===== src/rtl/rpn_pkg.sv =====
// Shared opcode, ASCII and state definitions for the RPN token parser.
package rpn_pkg;

  typedef enum logic [2:0] {
    OP_PUSH  = 3'd0,
    OP_ADD   = 3'd1,
    OP_SUB   = 3'd2,
    OP_MUL   = 3'd3,
    OP_PRINT = 3'd4
  } op_t;

  typedef enum logic [1:0] {
    ST_IDLE,
    ST_NUM,
    ST_ISSUE_PUSH,
    ST_ISSUE_OP
  } state_t;

  localparam logic [7:0] ASCII_0     = 8'h30;
  localparam logic [7:0] ASCII_9     = 8'h39;
  localparam logic [7:0] ASCII_SPACE = 8'h20;
  localparam logic [7:0] ASCII_CR    = 8'h0D;
  localparam logic [7:0] ASCII_LF    = 8'h0A;
  localparam logic [7:0] ASCII_PLUS  = 8'h2B;
  localparam logic [7:0] ASCII_MINUS = 8'h2D;
  localparam logic [7:0] ASCII_STAR  = 8'h2A;
  localparam logic [7:0] ASCII_EQUAL = 8'h3D;

  function automatic logic is_digit(input logic [7:0] b);
    return (b >= ASCII_0) && (b <= ASCII_9);
  endfunction

  function automatic logic is_delim(input logic [7:0] b);
    return (b == ASCII_SPACE) || (b == ASCII_CR) || (b == ASCII_LF);
  endfunction

  function automatic logic is_operator(input logic [7:0] b);
    return (b == ASCII_PLUS) || (b == ASCII_MINUS) ||
           (b == ASCII_STAR) || (b == ASCII_EQUAL);
  endfunction

  function automatic op_t byte_to_op(input logic [7:0] b);
    case (b)
      ASCII_PLUS:  return OP_ADD;
      ASCII_MINUS: return OP_SUB;
      ASCII_STAR:  return OP_MUL;
      ASCII_EQUAL: return OP_PRINT;
      default:     return OP_PUSH;
    endcase
  endfunction

endpackage


===== src/rtl/rpn_dec_acc.sv =====
// Decimal accumulate step: acc*10 + digit via shift-add, with exact overflow.
module rpn_dec_acc #(
  parameter int WIDTH = 16
) (
  input  logic [WIDTH-1:0] acc_i,
  input  logic [3:0]       digit_i,
  output logic [WIDTH-1:0] acc_o,
  output logic             ovf_o
);

  // Four extra bits hold the worst case (2^WIDTH-1)*10 + 9 exactly.
  logic [WIDTH+3:0] exact;

  always_comb begin
    exact = ({4'b0, acc_i} << 3) + ({4'b0, acc_i} << 1) + {{WIDTH{1'b0}}, digit_i};
    acc_o = exact[WIDTH-1:0];
    ovf_o = |exact[WIDTH+3:WIDTH];
  end

endmodule


===== src/rtl/rpn_token_parser.sv =====
// Turns a UART byte stream of RPN tokens into PUSH/operator commands
// offered over a valid/ready handshake.
module rpn_token_parser
  import rpn_pkg::*;
#(
  parameter int WIDTH = 16
) (
  input  logic             clk,
  input  logic             rst,
  input  logic [7:0]       rx_data,
  input  logic             rx_ready,
  output logic             cmd_valid,
  input  logic             cmd_ready,
  output logic [2:0]       cmd_op,
  output logic [WIDTH-1:0] cmd_value,
  output logic             cmd_ovf,
  output logic             overrun,
  output logic             syntax_err
);

  state_t           state_q, state_d;
  logic [WIDTH-1:0] acc_q, acc_d;
  logic             ovf_q, ovf_d;
  op_t              pend_op_q, pend_op_d;
  logic             overrun_q, overrun_d;
  logic             syntax_err_q, syntax_err_d;

  logic [WIDTH-1:0] acc_next;
  logic             acc_next_ovf;

  rpn_dec_acc #(.WIDTH(WIDTH)) u_dec_acc (
    .acc_i   (acc_q),
    .digit_i (rx_data[3:0]),
    .acc_o   (acc_next),
    .ovf_o   (acc_next_ovf)
  );

  // NOTE: state registers use non-blocking assignments so every flop samples
  // pre-edge values regardless of process ordering.
  always_ff @(posedge clk or posedge rst) begin
    if (rst) begin
      state_q      <= ST_IDLE;
      acc_q        <= '0;
      ovf_q        <= 1'b0;
      pend_op_q    <= OP_PUSH;
      overrun_q    <= 1'b0;
      syntax_err_q <= 1'b0;
    end else begin
      state_q      <= state_d;
      acc_q        <= acc_d;
      ovf_q        <= ovf_d;
      pend_op_q    <= pend_op_d;
      overrun_q    <= overrun_d;
      syntax_err_q <= syntax_err_d;
    end
  end

  // NOTE: every output of this block gets a default first, so no path
  // through the case statement can infer a latch.
  always_comb begin
    state_d      = state_q;
    acc_d        = acc_q;
    ovf_d        = ovf_q;
    pend_op_d    = pend_op_q;
    overrun_d    = 1'b0;
    syntax_err_d = 1'b0;
    cmd_valid    = 1'b0;
    cmd_op       = OP_PUSH;
    cmd_value    = '0;
    cmd_ovf      = 1'b0;

    case (state_q)
      ST_IDLE, ST_NUM: begin
        if (rx_ready) begin
          if (is_digit(rx_data)) begin
            acc_d   = acc_next;
            ovf_d   = ovf_q | acc_next_ovf;
            state_d = ST_NUM;
          end else if (is_delim(rx_data)) begin
            if (state_q == ST_NUM) state_d = ST_ISSUE_PUSH;
          end else if (is_operator(rx_data)) begin
            pend_op_d = byte_to_op(rx_data);
            state_d   = (state_q == ST_NUM) ? ST_ISSUE_PUSH : ST_ISSUE_OP;
          end else begin
            syntax_err_d = 1'b1;
            acc_d        = '0;
            ovf_d        = 1'b0;
            pend_op_d    = OP_PUSH;
            state_d      = ST_IDLE;
          end
        end
      end
      ST_ISSUE_PUSH: begin
        cmd_valid = 1'b1;
        cmd_op    = OP_PUSH;
        cmd_value = acc_q;
        cmd_ovf   = ovf_q;
        overrun_d = rx_ready;
        if (cmd_ready) begin
          acc_d   = '0;
          ovf_d   = 1'b0;
          // pend_op of PUSH doubles as "no operator pending".
          state_d = (pend_op_q != OP_PUSH) ? ST_ISSUE_OP : ST_IDLE;
        end
      end
      ST_ISSUE_OP: begin
        cmd_valid = 1'b1;
        cmd_op    = pend_op_q;
        overrun_d = rx_ready;
        if (cmd_ready) begin
          pend_op_d = OP_PUSH;
          state_d   = ST_IDLE;
        end
      end
      default: state_d = ST_IDLE;
    endcase
  end

  assign overrun    = overrun_q;
  assign syntax_err = syntax_err_q;

endmodule


===== config.mk =====
export PLATFORM = sky130hd
export DESIGN_NAME = rpn_token_parser
export DESIGN_NICKNAME = d
export VERILOG_FILES = /design/src/rtl/rpn_pkg.sv /design/src/rtl/rpn_dec_acc.sv /design/src/rtl/rpn_token_parser.sv
export SDC_FILE = /design/constraint.sdc
export NUM_CORES = 1
export LEC_CHECK = 0
export CORE_MARGIN = 4
export CORE_UTILIZATION = 40
export DETAILED_ROUTE_END_ITERATION = 10
export PLACE_DENSITY = 0.67
export RECOVER_POWER = 25
export SKIP_CTS_REPAIR_TIMING = 1
export SLEW_MARGIN = 40
export SYNTH_ARGS = -nofsm -noshare
export SYNTH_HDL_FRONTEND = slang
export SYNTH_SLANG_ARGS = --single-unit
export TNS_END_PERCENT = 1

===== constraint.sdc =====
create_clock -name clk -period 3.7 [get_ports clk]
set_input_delay 0.555 -clock clk [delete_from_list [all_inputs] [get_ports clk]]
set_output_delay 0.555 -clock clk [all_outputs]
set_load 0.03 [all_outputs]

==> impl_metrics.ini, run 1 <==
[placement]
place_congestion = 0.836
dp_slack_ns = 0.173
dp.cells = 359
post-dp-hpwl_um = 3970
placedInstanceArea_um2 = 2650
port_buffers = 34

[setup_path]
timing.rr.start = acc_q[0]
cp_data_arrival_time_ns = 3.40
worstReg2RegEnd = acc_q[10]
critPathLaunchType = input port
cp-end-kind = register
critPathRequiredTime_ns = 3.86
ff2ff_path_depth = 10
cp_max_fo = 4
rrSetupSlack_ns = 0.85
crit_type = in -> reg

[worst_hold_path]
hold_path_class = reg -> reg
hold_depth = 2
worstHoldEndpoint = ovf_q
hold_path_startpoint = ovf_q

[detailed_routing]
wl_per_cell_um = 14.1
via_count = 1987
via_per_inst = 5.47
wl_um = 5110
postRouteAntennaNets = 0
first_pass_iters = 4
dr.first_iter.drc_count = 147
drc = 0

[timing]
setup_tns_ns = 0
report.final.slew_viol_count = 0
timing.clock.skew_ns = 0.0101
timing.fmax_mhz = 308
tightest_slew_ns = 0.984
rsz0062_at_grt = false
fin_ws_ns = 0.456
slew_headroom = 0.343
period_minus_slack_ns = 3.24
hold_violations = 0
setup_viol = 0
min_period_over_period = 0.877

[clocking]
root_buffer = clkbuf_8
h-tree-depth = 1
cts.path.max_buffers = 2
cts.clk_slew.worst_paths_ns = 0.10
cts_sinks = 24
cts_buffers = 3
insertion_delay_ns = 0.27
cts_tree = built

[floorplan]
fp.coreArea_um2 = 5270
placement_rows = 26
dieWidth_um = 82.7
die_area_um2 = 6840
die_h_um = 82.7
initial_core_util = 0.423
io_pins = 35

[final_layout]
syn_to_final_growth_pct = 22.2
layout_commonest_cell = clkdlybuf4s50_1
diodes = 0
instances_no_fill = 363
mostFrequentLayoutCells = clkdlybuf4s50_1 (32), ha_1 (31), nand2_1 (26)
drive_gt1_frac = 0.0819
fin_area_um2 = 2730
fin_nets = 339
fin_util = 0.517

[global_route]
antenna_found_initial = 0
gr-max-usage-layer = met2
grt_pass1_vias = 1855
use_met3 = 0.0184
grt_usage = 0.160
use_met1 = 0.235
grt_use_met2 = 0.244
overflow = 0
grt_pass1_wl_um = 8600
grt_max_degree = 25

[logic_synthesis]
synthesis.area_um2 = 2230
synth_area_per_cell_um2 = 8.65
synth-main-ff-cell = dfrtp_1
synth_nets = 303
synth_cell_type_count = 48
synth-seq-area-share = 0.269
syn_inst = 258
synth_enable_flop_cells = 0
ys_seq_elements = 24
synthArstFlopShare = 1.00
yosysWarnings = 0

[pwr]
power.density_nw_per_um2 = 252
peakVddDrop_mv = 0.150
p_leak_nw = 1.29

[run_status]
outcome = completed

[flow_run]
maxCapViolations = 0
## power by group
part,internal (W),leakage [nW],switching [W],total (W)
clock,0.000145,0.0357,0.0000914,0.000236
combinational,0.0000599,0.926,0.0000980,0.000158
sequential,0.000271,0.332,0.0000204,0.000292
total,0.000476,1.29,0.000210,0.000686
## worst max path at each step
| stage | start | to | slack [ns] | cells past startpoint |
|---|---|---|---|---|
| final | rx_data[3] | acc_q[10] | 0.46 | 11 |
| after global routing | rx_data[3] | ovf_q | 0.23 | 11 |
| after CTS | rx_data[3] | ovf_q | 0.46 | 11 |
| after detailed placement | rx_data[3] | ovf_q | 0.17 | 11 |
| after global placement | rx_data[3] | acc_q[10] | 0.20 | 11 |
| after floorplan | rx_data[3] | acc_q[10] | 0.67 | 11 |
## final cells by class
class	count	area (um2)
multi-input combinational	213	1540
timing repair buffer	38	370
sequential	24	601
clock buffer	3	41.3
inverter	14	52.6
clock inverter	1	30.0
tap	70	87.6
fill	529	2540
## cells in the mapped netlist (5+ instances only)
master / instances / area [um2]
o21ai_1: 5 / 25.0
and3_1: 8 / 50.1
dfrtp_1: 24 / 601
nor3_1: 8 / 40.0
clkbuf_1: 5 / 18.8
o21ai_0: 20 / 100
inv_1: 14 / 52.6
xor2_1: 7 / 61.3
and2_1: 18 / 113
nor2_1: 12 / 45.0
a21o_1: 5 / 37.5
a22o_2: 5 / 50.1
ha_1: 31 / 388
a21oi_1: 13 / 65.1
nand2_1: 26 / 97.6
## registers in the layout (all words and copies together), names as in the netlist
register and cells:
syntax_err 1, overrun 1, state_q 2, acc_q 16, pend_op_q 3, ovf_q 1
## metal layers
layer / up-vias / routed length, um
met5: - / 0
met4: 0 / 86
met3: 6 / 141
met2: 27 / 2230
met1: 948 / 2650
li1: 1006 / -
## worst max-delay path, cell delays in order
cell and delay [ns]:
clkdlybuf4s50_1 0.47, inv_1 0.08, fa_1 0.53, fa_1 0.47
nand2b_1 0.18, a21oi_1 0.26, o21a_1 0.18, o21a_1 0.13
o21ai_0 0.10, a21o_1 0.19, a32o_1 0.24
## metrics by stage
| step | total power [W] | hold slack (ns) |
|---|---|---|
| floorplan | 0.000397 | 0.482 |
| global placement | 0.000452 | 0.514 |
| detailed placement | 0.000456 | 0.519 |
| global route | 0.000721 | 0.569 |
| CTS | 0.000690 | 0.543 |
| finish | 0.000686 | 0.540 |
## kinds of logic after synthesis
kind of cell	synth area share
flops	0.269
mux	0.0151
simple gates	0.234
buf+inv	0.0393
xor+xnor	0.0393
compound gates	0.211
fa+ha+maj	0.192
No activity file was read; power rests on OpenSTA's default activity.
==> run 2: changes to the inputs <==
--- a/config.mk
+++ b/config.mk
@@ -7,6 +7,7 @@
 export LEC_CHECK = 0
 export CORE_MARGIN = 4
 export CORE_UTILIZATION = 40
+export CTS_BUF_LIST = sky130_fd_sc_hd__clkbuf_8
 export DETAILED_ROUTE_END_ITERATION = 10
 export PLACE_DENSITY = 0.67
 export RECOVER_POWER = 25
==> results of run 2 <==
No change in the layout: final DEF, timing and power equal those of run 1.
==> run 3: changes to the inputs <==
--- a/config.mk
+++ b/config.mk
@@ -5,9 +5,11 @@
 export SDC_FILE = /design/constraint.sdc
 export NUM_CORES = 1
 export LEC_CHECK = 0
+export CAP_MARGIN = 20
 export CORE_MARGIN = 4
 export CORE_UTILIZATION = 40
 export CTS_BUF_LIST = sky130_fd_sc_hd__clkbuf_8
+export CTS_CLUSTER_DIAMETER = 80
 export DETAILED_ROUTE_END_ITERATION = 10
 export PLACE_DENSITY = 0.67
 export RECOVER_POWER = 25
==> results of run 3 <==
No change in the layout: final DEF, timing and power equal those of run 1.
